**config.mk**
```make
export PLATFORM = sky130hd
export DESIGN_NAME = dadda_dot_acc
export DESIGN_NICKNAME = d
export VERILOG_FILES = /design/src/rtl/dadda_dot_acc_pkg.sv /design/src/rtl/dadda_dot_acc_add.sv /design/src/rtl/dadda_dot_acc.sv
export SDC_FILE = /design/constraint.sdc
export NUM_CORES = 1
export LEC_CHECK = 0
export BUFFER_PORTS_ARGS = -buffer_cell sky130_fd_sc_hd__buf_4
export CORE_UTILIZATION = 35
export CTS_BUF_LIST = sky130_fd_sc_hd__clkbuf_16
export CTS_CLUSTER_DIAMETER = 30
export DETAILED_ROUTE_END_ITERATION = 12
export HOLD_SLACK_MARGIN = 0.08
export PLACE_DENSITY = 0.63
export RECOVER_POWER = 100
export SLEW_MARGIN = 0
export SYNTH_ARGS = -nofsm -noshare
export SYNTH_HDL_FRONTEND = slang
export SYNTH_HIERARCHICAL = 1
export SYNTH_SLANG_ARGS = --single-unit
```
**constraint.sdc**
```tcl
create_clock -name clk -period 2.05 [get_ports clk]
set_input_delay 0.3075 -clock clk [delete_from_list [all_inputs] [get_ports clk]]
set_output_delay 0.3075 -clock clk [all_outputs]
set_load 0.005 [all_outputs]
```
**src/rtl/dadda_dot_acc_pkg.sv**
```systemverilog
// Shared types and constants for the Dadda product-stream dot-product accumulator.
package dadda_dot_acc_pkg;

    localparam int unsigned PROD_W    = 16;
    localparam int unsigned ACC_W_DEF = 24;
    localparam int unsigned CNT_W_DEF = 8;

    typedef enum logic [1:0] {
        IDLE  = 2'd0,
        ACCUM = 2'd1,
        HOLD  = 2'd2
    } state_e;

endpackage

```
**src/rtl/dadda_dot_acc_add.sv**
```systemverilog
// Accumulator adder (ACC_W+1 bits); DADDA_DOT_ACC_SAT_EN clamps on carry-out instead of wrapping.
module dadda_dot_acc_add
    import dadda_dot_acc_pkg::*;
#(
    parameter int unsigned ACC_W = ACC_W_DEF
) (
    input  logic [ACC_W-1:0]  acc,
    input  logic [PROD_W-1:0] p_data,
    output logic [ACC_W-1:0]  sum_c,
    output logic              ovf_c
);

    localparam int unsigned SUM_W = ACC_W + 1;

    logic [SUM_W-1:0] wide_c;

    assign wide_c = {1'b0, acc} + SUM_W'(p_data);
    assign ovf_c  = wide_c[ACC_W];

`ifdef DADDA_DOT_ACC_SAT_EN
    // Once clamped, every further nonzero beat carries again, so acc stays all-ones.
    assign sum_c = ovf_c ? '1 : wide_c[ACC_W-1:0];
`else
    assign sum_c = wide_c[ACC_W-1:0];
`endif

endmodule

```
**src/rtl/dadda_dot_acc.sv**
```systemverilog
// Packet-delimited accumulator for the Dadda product stream; result held until handshake.
// Optional saturation via DADDA_DOT_ACC_SAT_EN (inside dadda_dot_acc_add).
module dadda_dot_acc
    import dadda_dot_acc_pkg::*;
#(
    parameter int unsigned ACC_W = ACC_W_DEF,
    parameter int unsigned CNT_W = CNT_W_DEF
) (
    input  logic              clk,
    input  logic              rst_n,
    input  logic              p_valid,
    output logic              p_ready,
    input  logic [15:0]       p_data,
    input  logic              p_last,
    output logic              acc_valid,
    input  logic              acc_ready,
    output logic [ACC_W-1:0]  acc_data,
    output logic [CNT_W-1:0]  acc_cnt,
    output logic              acc_ovf
);

    state_e           state_q, state_d;
    logic [ACC_W-1:0] acc_q, acc_d;
    logic [CNT_W-1:0] cnt_q, cnt_d;
    logic             ovf_q, ovf_d;
    logic             p_ready_q, p_ready_d;
    logic             acc_valid_q, acc_valid_d;
    logic [ACC_W-1:0] add_sum_c;
    logic             add_ovf_c;
    logic             beat_c;

    dadda_dot_acc_add #(.ACC_W(ACC_W)) u_add (
        .acc    (acc_q),
        .p_data (p_data),
        .sum_c  (add_sum_c),
        .ovf_c  (add_ovf_c)
    );

    assign beat_c = p_valid && p_ready_q;

    // Next-state and datapath update; handshake flags follow the next state.
    always_comb begin
        state_d = state_q;
        acc_d   = acc_q;
        cnt_d   = cnt_q;
        ovf_d   = ovf_q;
        case (state_q)
            IDLE: begin
                if (beat_c) begin
                    acc_d   = ACC_W'(p_data);
                    cnt_d   = CNT_W'(1);
                    ovf_d   = 1'b0;
                    state_d = p_last ? HOLD : ACCUM;
                end
            end
            ACCUM: begin
                if (beat_c) begin
                    acc_d = add_sum_c;
                    cnt_d = (&cnt_q) ? cnt_q : cnt_q + CNT_W'(1);
                    ovf_d = ovf_q | add_ovf_c;
                    if (p_last) begin
                        state_d = HOLD;
                    end
                end
            end
            HOLD: begin
                if (acc_ready) begin
                    state_d = IDLE;
                end
            end
            default: state_d = IDLE;
        endcase
        p_ready_d   = (state_d != HOLD);
        acc_valid_d = (state_d == HOLD);
    end

    always_ff @(posedge clk or negedge rst_n) begin
        if (!rst_n) begin
            state_q     <= IDLE;
            acc_q       <= '0;
            cnt_q       <= '0;
            ovf_q       <= 1'b0;
            p_ready_q   <= 1'b1;
            acc_valid_q <= 1'b0;
        end else begin
            state_q     <= state_d;
            acc_q       <= acc_d;
            cnt_q       <= cnt_d;
            ovf_q       <= ovf_d;
            p_ready_q   <= p_ready_d;
            acc_valid_q <= acc_valid_d;
        end
    end

    assign p_ready   = p_ready_q;
    assign acc_valid = acc_valid_q;
    assign acc_data  = acc_q;
    assign acc_cnt   = cnt_q;
    assign acc_ovf   = ovf_q;

endmodule

```
Yosys cells after proc, flatten, opt, wreduce, memory -nomap -nowiden --
Cells that the tools add are included.
Storage, ports and cells: logic and storage cells 38, register bits after elaboration 37, bits of input ports 21
Operators by class: mux-type cells 16, reduce and logical (&&, ||, !) cells 6, equal/unequal tests 7, bitwise gates (word level) 1, add/subtract/negate cells 2
Operators with widths (number):
- 24-bit two-way mux | 2
- 24-bit one-hot mux with 2 select lines | 1
- 24-bit by 16-bit adder with 25-bit output | 1
- 8-bit two-way mux | 3
- 8-bit one-hot mux with 2 select lines | 1
- 2-bit two-way mux | 5
- 8-bit by 1-bit adder with 8-bit output (second input constant) | 1
- 2-bit inequality test (second input constant) | 4
- 8-bit AND reduction | 1
- 2-bit one-hot mux with 3 select lines | 1
- 2-bit == test (second input constant) | 2
- 4-bit AND reduction | 1
- 3-bit AND reduction | 1
- 2-bit by 1-bit == test with 1-bit output (second input constant) | 1
- 2-bit zero test | 1
- 1-bit two-way mux | 2
- 1-bit one-hot mux with 2 select lines | 1
- 2-bit nonzero test | 1
- 1-bit logical AND | 1
- 1-bit bitwise OR | 1

Logic depth before layout (Yosys ltp) --
Gate-level depths: netlist of run 1.
word-level depth 4, gate-level depth with buffers 10, mapped depth without buffers 10

Hierarchy --
Netlist of run 1, hierarchy kept.
By module, submodules not included:
- dadda_dot_acc | area an instance 1632.8 um^2, instances 1, cells each 154
- dadda_dot_acc_add | area an instance 975.9 um^2, instances 1, cells each 131

Least setup slack after synthesis of run 1 --
No wires, ideal clock.
path type reg-to-reg, from register acc_q[0], in the netlist acc_data[0], to register acc_q[18], in the netlist acc_data[18], path slack -0.165 ns, setup time 0.121 ns, cell stages (with the launch flop) 10, period minus slack after synthesis 2.215 ns, arrival time 2.094 ns, data required time 1.929 ns, cell sequence dfrtp_1 -> ha_1 -> fa_1 -> a211oi_1 -> o211ai_1 -> nand2_1 -> o2bb2ai_2 -> nor2_1 -> xor2_1 -> a22o_1
On the way: cells in the longest elaborated chain, start to end 3
RTL lines:
- from (decl) | RTL line dadda_dot_acc.sv:23 | logic [ACC_W-1:0] acc_q, acc_d;
- from (signal assigned) | RTL line dadda_dot_acc.sv:80 | acc_q <= '0;
- from (signal assigned) | RTL line dadda_dot_acc.sv:87 | acc_q <= acc_d;
- 24-bit by 16-bit adder with 25-bit output | RTL line dadda_dot_acc_add.sv:17 | assign wide_c = {1'b0, acc} + SUM_W'(p_data);
- named net add_sum_c[18] | RTL line dadda_dot_acc.sv:28 | logic [ACC_W-1:0] add_sum_c;
- 24-bit two-way mux | RTL line dadda_dot_acc.sv:57 | if (beat_c) begin
- 24-bit one-hot mux with 2 select lines | RTL line dadda_dot_acc.sv:47 | case (state_q)
The timed path passes the listed nets, and every way through them passes these cells. The select of a mux whose other input is x is not followed. A chain may end at the register's enable or synchronous reset.

Worst setup path after layout of run 1 --
from register acc_q[1], in the netlist acc_data[1], to register acc_q[19], in the netlist acc_data[19]
The elaborated chain is that of the path after synthesis.

==> results of run 1 <==
-- flip-flops by register name, indices dropped and copies added, names as in the netlist --
register / cells
acc_cnt: 8
acc_data: 24
acc_ovf: 1
acc_valid: 1
p_ready: 1
state_q: 2
-- metal layers --
metal	up-vias	GRT usage [%]
li1	1236	-
met1	1201	24.5
met2	73	29.9
met3	11	3.17
met4	0	6.74
met5	-	0
-- final timing paths --
kind,endpoint,cells after the start
hold reg to reg,acc_data[14],2
max in group asynchronous,acc_data[13],2
setup reg to reg,acc_data[19],9
min in group asynchronous,acc_cnt[2],2
hold / removal,state_q[0],2
setup / recovery,acc_data[19],9
-- timing repair --
| action | CTS | global route |
|---|---|---|
| setup endpoints to repair | 16 | 18 |
| buffers inserted | 1 | 9 |
| endpoints found under the hold margin | 36 | 0 |
| pin swaps | 15 | 19 |
| hold buffers | 1 | 0 |
| gates resized for setup | 10 | 24 |
-- final cells by class --
type	instances	area [µm²]	share of cell area (%)
Clock inverter	3	42.5	1.15
Tap cell	99	124	3.36
Timing Repair Buffer	95	717	19.4
Inverter	7	26.3	0.712
Clock buffer	5	125	3.39
Multi-Input combinational cell	231	1730	46.8
Sequential cell	37	927	25.1
-- power breakdown --
group | leakage (nW) | internal (mW) | switching, mW | total (mW)
logic | 1.16 | 1.54 | 1.48 | 3.02
registers | 0.478 | 0.938 | 0.198 | 1.14
clock network | 0.0852 | 0.572 | 0.322 | 0.894
-- cells by family after synthesis --
| logic type | Yosys count | synth area share [%] |
|---|---|---|
| AND/OR/NAND/NOR | 84 | 16.9 |
| adder cells (fa/ha/maj) | 18 | 8.92 |
| buffers and inverters | 17 | 3.50 |
| flip-flops | 37 | 35.5 |
| multiplexers | 1 | 0.384 |
| AO/OA/AOI/OAI | 107 | 27.7 |
| XOR/XNOR | 21 | 7.05 |
-- critical path, cell delays in order (launching register included) --
cell      delay, ns
dfrtp_1        0.39
ha_1           0.31
a21oi_2        0.06
nand4b_1       0.20
buf_4          0.18
a211oi_4       0.32
o211ai_2       0.20
a21boi_1       0.20
xor2_1         0.09
a22o_1         0.19
-- cells in the mapped netlist, types with 2 or more instances --
library cell / n
and2_1: 3
nor3_1: 3
nand3b_1: 2
nand2_1: 35
xnor2_1: 9
o21ai_1: 2
inv_1: 6
o21ai_0: 32
and3_1: 4
nor2b_1: 3
nand3_1: 7
nand4_1: 3
dfrtp_1: 36
a21boi_1: 4
ha_1: 17
nor2_1: 14
xor2_1: 12
o22ai_1: 16
a22o_1: 9
a21o_1: 4
clkbuf_1: 5
a21oi_1: 20
nand4b_1: 3
buf_6: 3
a211oi_1: 4
==> results.json, run 1 <==
{
  "synth_flop_cell": "dfrtp_1",
  "ys.warnings.count": 6,
  "grt_max_degree": 38,
  "dieArea_mm2": 0.00780,
  "numClockSinks": 37,
  "h-tree-depth": 2,
  "fin_util_pct": 51.1,
  "whs_ns": 0.227,
  "dr.pass1.iters": 4,
  "drtIter0Drc": 74,
  "critical_path.max_fanout": 4,
  "power_mw": 5.05,
  "netlist-cell-type-count": 54,
  "fin_area_mm2": 0.00369,
  "vias": 2521,
  "dp_slack_ns": -0.236,
  "yosysTopAreaCell": "dfrtp_1",
  "io_pins": 56,
  "hold_viol": 0,
  "initial_core_util_pct": 36.2,
  "grt_usage_pct": 18.4,
  "grt_antenna_before_repair": 0,
  "syn-instance-count": 285,
  "required_ns": 2.22,
  "core_area_mm2": 0.00721,
  "synth-async-reset-ratio_pct": 100,
  "cts_root_buffer": "clkbuf_16",
  "hp-start": "p_last",
  "synth_top_area_share_pct": 34.5,
  "fillers": 730,
  "vias_per_cell": 5.29,
  "hp-class": "input pin to flop",
  "wl_met3_um": 282,
  "fin_skew_ns": 0.00424,
  "cp-end-kind": "flop",
  "critPathKind": "flop to flop",
  "drive_gt1_share_pct": 37.3,
  "clk_pin_slew_ns": 0.06,
  "leakage_nw": 1.72,
  "failed_checks": "setup timing",
  "crit_path_start": "acc_data[1]",
  "cp-start-kind": "flop",
  "relSlewSlack_pct": 35.9,
  "synth_edf_count": 0,
  "setup_violations": 14,
  "clock.fmax_ghz": 0.447,
  "wl_met2_um": 3260,
  "grt_overflow": 0,
  "cts_buffers": 5,
  "fin_crit_ns": 2.24,
  "wl_um": 6750,
  "post_dp_cell_area_mm2": 0.00333,
  "grt_pass1_vias": 2411,
  "top_layer_used": "met4",
  "ir_worst_vdd_mv": 0.469,
  "ys_ff_latch": 37,
  "rsz0062_at_grt": "yes",
  "reg2reg_setup_slack_ns": -0.19,
  "wl_per_cell_um": 14.2,
  "die_h_um": 88.3,
  "globalplace.congestion": 0.830,
  "hpwlAfterDp_um": 4910,
  "avgSynthCellArea_um2": 9.15,
  "n_antenna_cell": 0,
  "io_buffers": 55,
  "wl_met1_um": 3070,
  "fin_cells": 477,
  "layout_commonest_cell": "buf_4",
  "ant_nets": 0,
  "clk_path_buf_depth": 2,
  "period_share_pct": 109,
  "status": "complete, but fails checks",
  "synth_area_leaders": "dfrtp_1 (35%), ha_1 (8.2%), o21ai_0 (6.1%)",
  "seq_area_frac_synth_pct": 35.5,
  "final_nets": 416,
  "clk_latency_ns": 0.28,
  "setup_slack_ns": -0.188,
  "drv_cap": 0,
  "setup_tns_ns": -1.63,
  "power_density_mw_per_mm2": 1370,
  "placedCellCount": 459,
  "grt_pass1_wl_um": 11300,
  "final_cell_mix": "buf_4 (62), dfrtp_1 (36), nand2_1 (34), clkbuf_4 (30), o21ai_0 (22)",
  "synthesis.area_mm2": 0.00261,
  "route.detailed.drc": 0,
  "slew_violations": 0,
  "die_w_um": 88.3,
  "syn_to_final_growth_pct": 41.4,
  "synth_nets": 324,
  "worstMarginPinSlew_ns": 0.962,
  "critPathArrivalTime_ns": 2.41,
  "rows": 31,
  "r2r_start": "acc_data[1]",
  "cts_tree": "done"
}
No activity file was read; power rests on OpenSTA's default activity.
==> run 2: changes to the inputs <==
BUFFER_PORTS_ARGS = unset   (was -buffer_cell sky130_fd_sc_hd__buf_4)
DONT_BUFFER_PORTS = 1   (was unset)
PLACE_DENSITY = 0.57   (was 0.63)
==> run 2 against run 1 <==
- the run still ends with setup timing left
- register-to-register slack improved by 0.02 ns
- largest power group unchanged
- worst setup slack improved by 0.024 ns
- first-iteration DRC count increased by 41%
- clock-buffer cell count unchanged
- die area unchanged
- critical path depth unchanged
- via count decreased by 9.6%
- wire length decreased by 2.4%
- fmax increased by 1.1%
- cell count decreased by 12%
- largest cell class unchanged
- final area decreased by 12%
==> results.json, run 2 (synthesis gave the netlist of run 1 again) <==
{
  "failed_checks": "setup timing",
  "n_antenna_cell": 0,
  "clock.fmax_ghz": 0.452,
  "leakage_nw": 1.41,
  "grt_usage_pct": 17.9,
  "hold_viol": 0,
  "final_nets": 361,
  "grt_pass1_wl_um": 10900,
  "die_h_um": 88.3,
  "power_density_mw_per_mm2": 1430,
  "wl_per_cell_um": 15.6,
  "pwr-share-seq_pct": 24.7,
  "fillers": 715,
  "route.detailed.drc": 0,
  "setup_violations": 15,
  "globalplace.congestion": 0.803,
  "wl_um": 6590,
  "whs_ns": 0.134,
  "cts_tree": "done",
  "worstMarginPinSlew_ns": 0.981,
  "fin_skew_ns": 0.00297,
  "rsz0062_at_grt": "yes",
  "dp_slack_ns": -0.163,
  "clk_pin_slew_ns": 0.06,
  "post_dp_cell_area_mm2": 0.00294,
  "critical_path.max_fanout": 5,
  "syn_to_final_growth_pct": 24.6,
  "numClockSinks": 37,
  "drive_gt1_share_pct": 24.1,
  "drtIter0Drc": 104,
  "ir_worst_vdd_mv": 0.431,
  "die_w_um": 88.3,
  "dieArea_mm2": 0.00780,
  "vias_per_cell": 5.40,
  "slew_violations": 0,
  "hpwlAfterDp_um": 4770,
  "clk_path_buf_depth": 2,
  "status": "complete, but fails checks",
  "fin_crit_ns": 2.21,
  "dr.pass1.iters": 4,
  "critPathArrivalTime_ns": 2.38,
  "cp-end-kind": "flop",
  "rows": 31,
  "clk_latency_ns": 0.28,
  "relSlewSlack_pct": 34.6,
  "period_share_pct": 108,
  "cts_root_buffer": "clkbuf_16",
  "grt_max_degree": 38,
  "pwr-share-clk_pct": 16.1,
  "p_sw_mw": 1.95,
  "h-tree-depth": 2,
  "grt_pass1_vias": 2291,
  "cp-start-kind": "flop",
  "layout_commonest_cell": "dfrtp_1",
  "critPathKind": "flop to flop",
  "required_ns": 2.21,
  "largest_reg_flops": 24,
  "cts_buffers": 5,
  "drv_cap": 0,
  "initial_core_util_pct": 36.2,
  "fin_area_mm2": 0.00325,
  "io_buffers": 0,
  "switching_share_pct": 42.0,
  "hp-class": "input pin to flop",
  "grt_antenna_before_repair": 0,
  "final_cell_mix": "dfrtp_1 (36), nand2_1 (35), o21ai_0 (28), buf_4 (27)",
  "core_area_mm2": 0.00721,
  "comb_power_share_pct": 59.2,
  "ant_nets": 0,
  "fin_util_pct": 45.0,
  "power_mw": 4.63,
  "io_pins": 56,
  "grt_overflow": 0,
  "p_int_mw": 2.69,
  "setup_slack_ns": -0.164,
  "vias": 2279
}
## run 2: worst max-delay path: stages, from the launching register on
cell and delay [ns]:
dfrtp_1 0.41, ha_4 0.31, a21o_1 0.17, a21oi_4 0.07, buf_4 0.14, a211oi_4 0.32, o211ai_2 0.20, a21boi_2 0.20
xor2_1 0.08, a22o_1 0.20
## run 2: layout make-up
cell class                 count  area [µm²]  share of cell area (%)
inverter                       7        26.3                   0.809
clock buffer                   5         125                    3.85
timing repair buffer          40         270                    8.32
clock inverter                 3        15.0                   0.462
tap                           99         124                    3.81
multi-input combinational    231        1760                    54.2
sequential                    37         927                    28.5
## run 2: per-stage QoR
step                      std cells  TNS, ns
after floorplan                 285   -0.122
after global placement          407    -1.45
after detailed placement        407    -1.79
after CTS                       420    -1.46
after global routing            422    -3.19
final                           422    -1.33
## run 2: worst paths after layout
path	start	end	slack, ns	depth (start not counted)
min in group asynchronous	rst_n	acc_valid	0.72	2
max reg2reg	acc_data[3]	acc_data[19]	-0.16	9
max in group asynchronous	rst_n	acc_data[19]	0.72	2
max	acc_data[3]	acc_data[19]	-0.16	9
min reg2reg	acc_data[15]	acc_data[15]	0.56	2
min	p_valid	state_q[0]	0.13	1
## run 2: power groups by stage
| stage | clock network [mW] | registers [mW] | logic, mW |
|---|---|---|---|
| CTS | 0.778 | 1.14 | 2.59 |
| finish | 0.746 | 1.14 | 2.74 |
| detailed placement | 0 | 1.14 | 2.47 |
| global placement | 0 | 1.14 | 2.44 |
| global route | 0.800 | 1.18 | 3.03 |
| floorplan | 0 | 1.14 | 1.68 |
## run 2: metal layers
metal / track usage, % / vias up / share of wire, %
met3: 4.29 / 7 / 4.5
met2: 31.0 / 47 / 49
met4: 4.11 / 0 / 0.55
met1: 22.4 / 1099 / 46
li1: - / 1126 / -
met5: 0 / - / 0
## run 2: repair_timing
item,CTS,global route
pin swaps,11,5
hold buffers,2,0
hold endpoints to repair,37,0
endpoints found under the setup margin,16,18
gates resized for setup,13,19
setup buffers,3,2
==> run 3: changes to the inputs <==
clock period = 1.85 ns   (was 2.05 ns; I/O delays follow)
==> run 3 against run 2 <==
- the flow still finishes with violations (setup timing)
- sequential cell count unchanged
- critical path depth stayed put
- via count rose by 2.7%
- fmax fell by 2.5%
==> results.json, run 3 (synthesis gave the netlist of run 1 again) <==
{
  "status": "complete, but fails checks",
  "failed_checks": "setup timing",
  "cts_tree": "done",
  "leakage_nw": 1.48,
  "multi_input_area_mm2": 0.00179,
  "numClockSinks": 37,
  "hold_viol": 0,
  "fillers": 739,
  "reg2reg_setup_slack_ns": -0.42,
  "clk_latency_ns": 0.28,
  "layout_commonest_cell": "buf_4",
  "h-tree-depth": 2,
  "fin_skew_ns": 0.00442,
  "power_mw": 5.32,
  "rows": 31,
  "cp-end-kind": "flop",
  "setup_tns_ns": -5.19,
  "dp_slack_ns": -0.393,
  "final_nets": 376,
  "vias": 2340,
  "io_pins": 56,
  "clk_path_buf_depth": 2,
  "slew_violations": 0,
  "cts_buffers": 5,
  "grt_pass1_vias": 2266,
  "period_share_pct": 123,
  "critical_path.max_fanout": 4,
  "wl_per_cell_um": 15.2,
  "io_buffers": 0,
  "globalplace.congestion": 0.806,
  "rr_endpoint": "acc_data[17]",
  "rr_worst_depth": 9,
  "r2r_start": "acc_data[1]",
  "cp-start-kind": "flop",
  "hp-start": "p_valid",
  "route.detailed.drc": 0,
  "critical_path.endpoint": "acc_data[17]",
  "dr.pass1.iters": 4,
  "core_area_mm2": 0.00721,
  "setup_slack_ns": -0.420,
  "power_density_mw_per_mm2": 1580,
  "grt_antenna_before_repair": 0,
  "setup_violations": 19,
  "n_antenna_cell": 0,
  "die_w_um": 88.3,
  "required_ns": 2.02,
  "ant_nets": 0,
  "clk_pin_slew_ns": 0.06,
  "whs_ns": 0.113,
  "grt_overflow": 0,
  "final_cell_mix": "buf_4 (37), dfrtp_1 (36), nand2_1 (34), o21ai_0 (22), o22ai_1 (16)",
  "rsz0062_at_grt": "yes",
  "crit_path_start": "acc_data[1]",
  "fin_crit_ns": 2.27,
  "syn_to_final_growth_pct": 29.1,
  "cts_root_buffer": "clkbuf_16",
  "die_h_um": 88.3,
  "drv_cap": 0,
  "worstMarginPinSlew_ns": 0.968,
  "hp-class": "input pin to flop",
  "critPathKind": "flop to flop",
  "grt_pass1_wl_um": 10600,
  "relSlewSlack_pct": 35.5,
  "largest_reg_flops": 24,
  "dieArea_mm2": 0.00780,
  "hpwlAfterDp_um": 4780,
  "grt_max_degree": 38,
  "drtIter0Drc": 64,
  "wl_um": 6650,
  "clock.fmax_ghz": 0.441,
  "seqCellArea_um2": 927,
  "initial_core_util_pct": 36.2,
  "drive_gt1_share_pct": 27.5,
  "ir_worst_vdd_mv": 0.502,
  "vias_per_cell": 5.35,
  "critPathArrivalTime_ns": 2.44,
  "grt_usage_pct": 17.5
}
==> run 3: cell count changes in the layout (fill, tap and decap cells not counted), sizes merged <==
cell	previous run	this run
clkinv	0	2
inv	9	8
clkinvlp	1	0
clkbuf	16	21
buf	28	38
==> run 3: how the worst min path moves through the flow <==
stage               cells after the start  slack (ns)         end
floorplan                               0       -0.02  acc_cnt[0]
global route                            1        0.10  state_q[0]
global placement                        0       -0.02  acc_cnt[1]
detailed placement                      0       -0.02  state_q[1]
CTS                                     1        0.10  state_q[0]
finish                                  1        0.11  state_q[0]
==> run 3: timing repair <==
action	4_1_cts	5_1_grt
pin swaps	8	21
hold buffers	2	0
resized for setup	8	28
buffers inserted	4	6
endpoints found under the setup margin	18	21
endpoints found under the hold margin	37	0
==> run 3: worst max-delay path: stages (launching register included) <==
cell and delay (ns):
dfrtp_1 0.41, ha_4 0.28, a21oi_2 0.05, nand4b_1 0.25, buf_4 0.20, a211oi_4 0.29, o211ai_2 0.20, a21boi_2 0.21
xor2_1 0.08, a22o_1 0.18
==> run 3: final cells by class <==
type	instances	area share, %
clock buffers	5	3.71
flip-flops and latches	37	27.5
clock inverters	3	0.409
well taps	99	3.68
multi-input cells	231	53.1
repair buffers	55	10.8
inverters	7	0.780
==> run 3: stage by stage <==
step                      util (%)  area [µm²]  std cells
after floorplan                  -        2650        285
after global placement        42.1        3030        417
after detailed placement      42.1        3030        417
after CTS                     45.1        3250        431
after global routing          46.7        3370        437
final                         46.7        3370        437
==> run 3: layer usage <==
metal	GRT usage, %	routed length, µm	vias to the layer above
met1	21.7	3030	1136
met3	4.85	330	4
met2	29.4	3240	40
met5	0	0	-
met4	5.43	43	0
li1	-	-	1160
==> run 3: report_power, final <==
group | switching [mW] | internal [mW]
Clock | 0.346 | 0.490
Sequential | 0.215 | 1.04
Combinational | 1.63 | 1.60
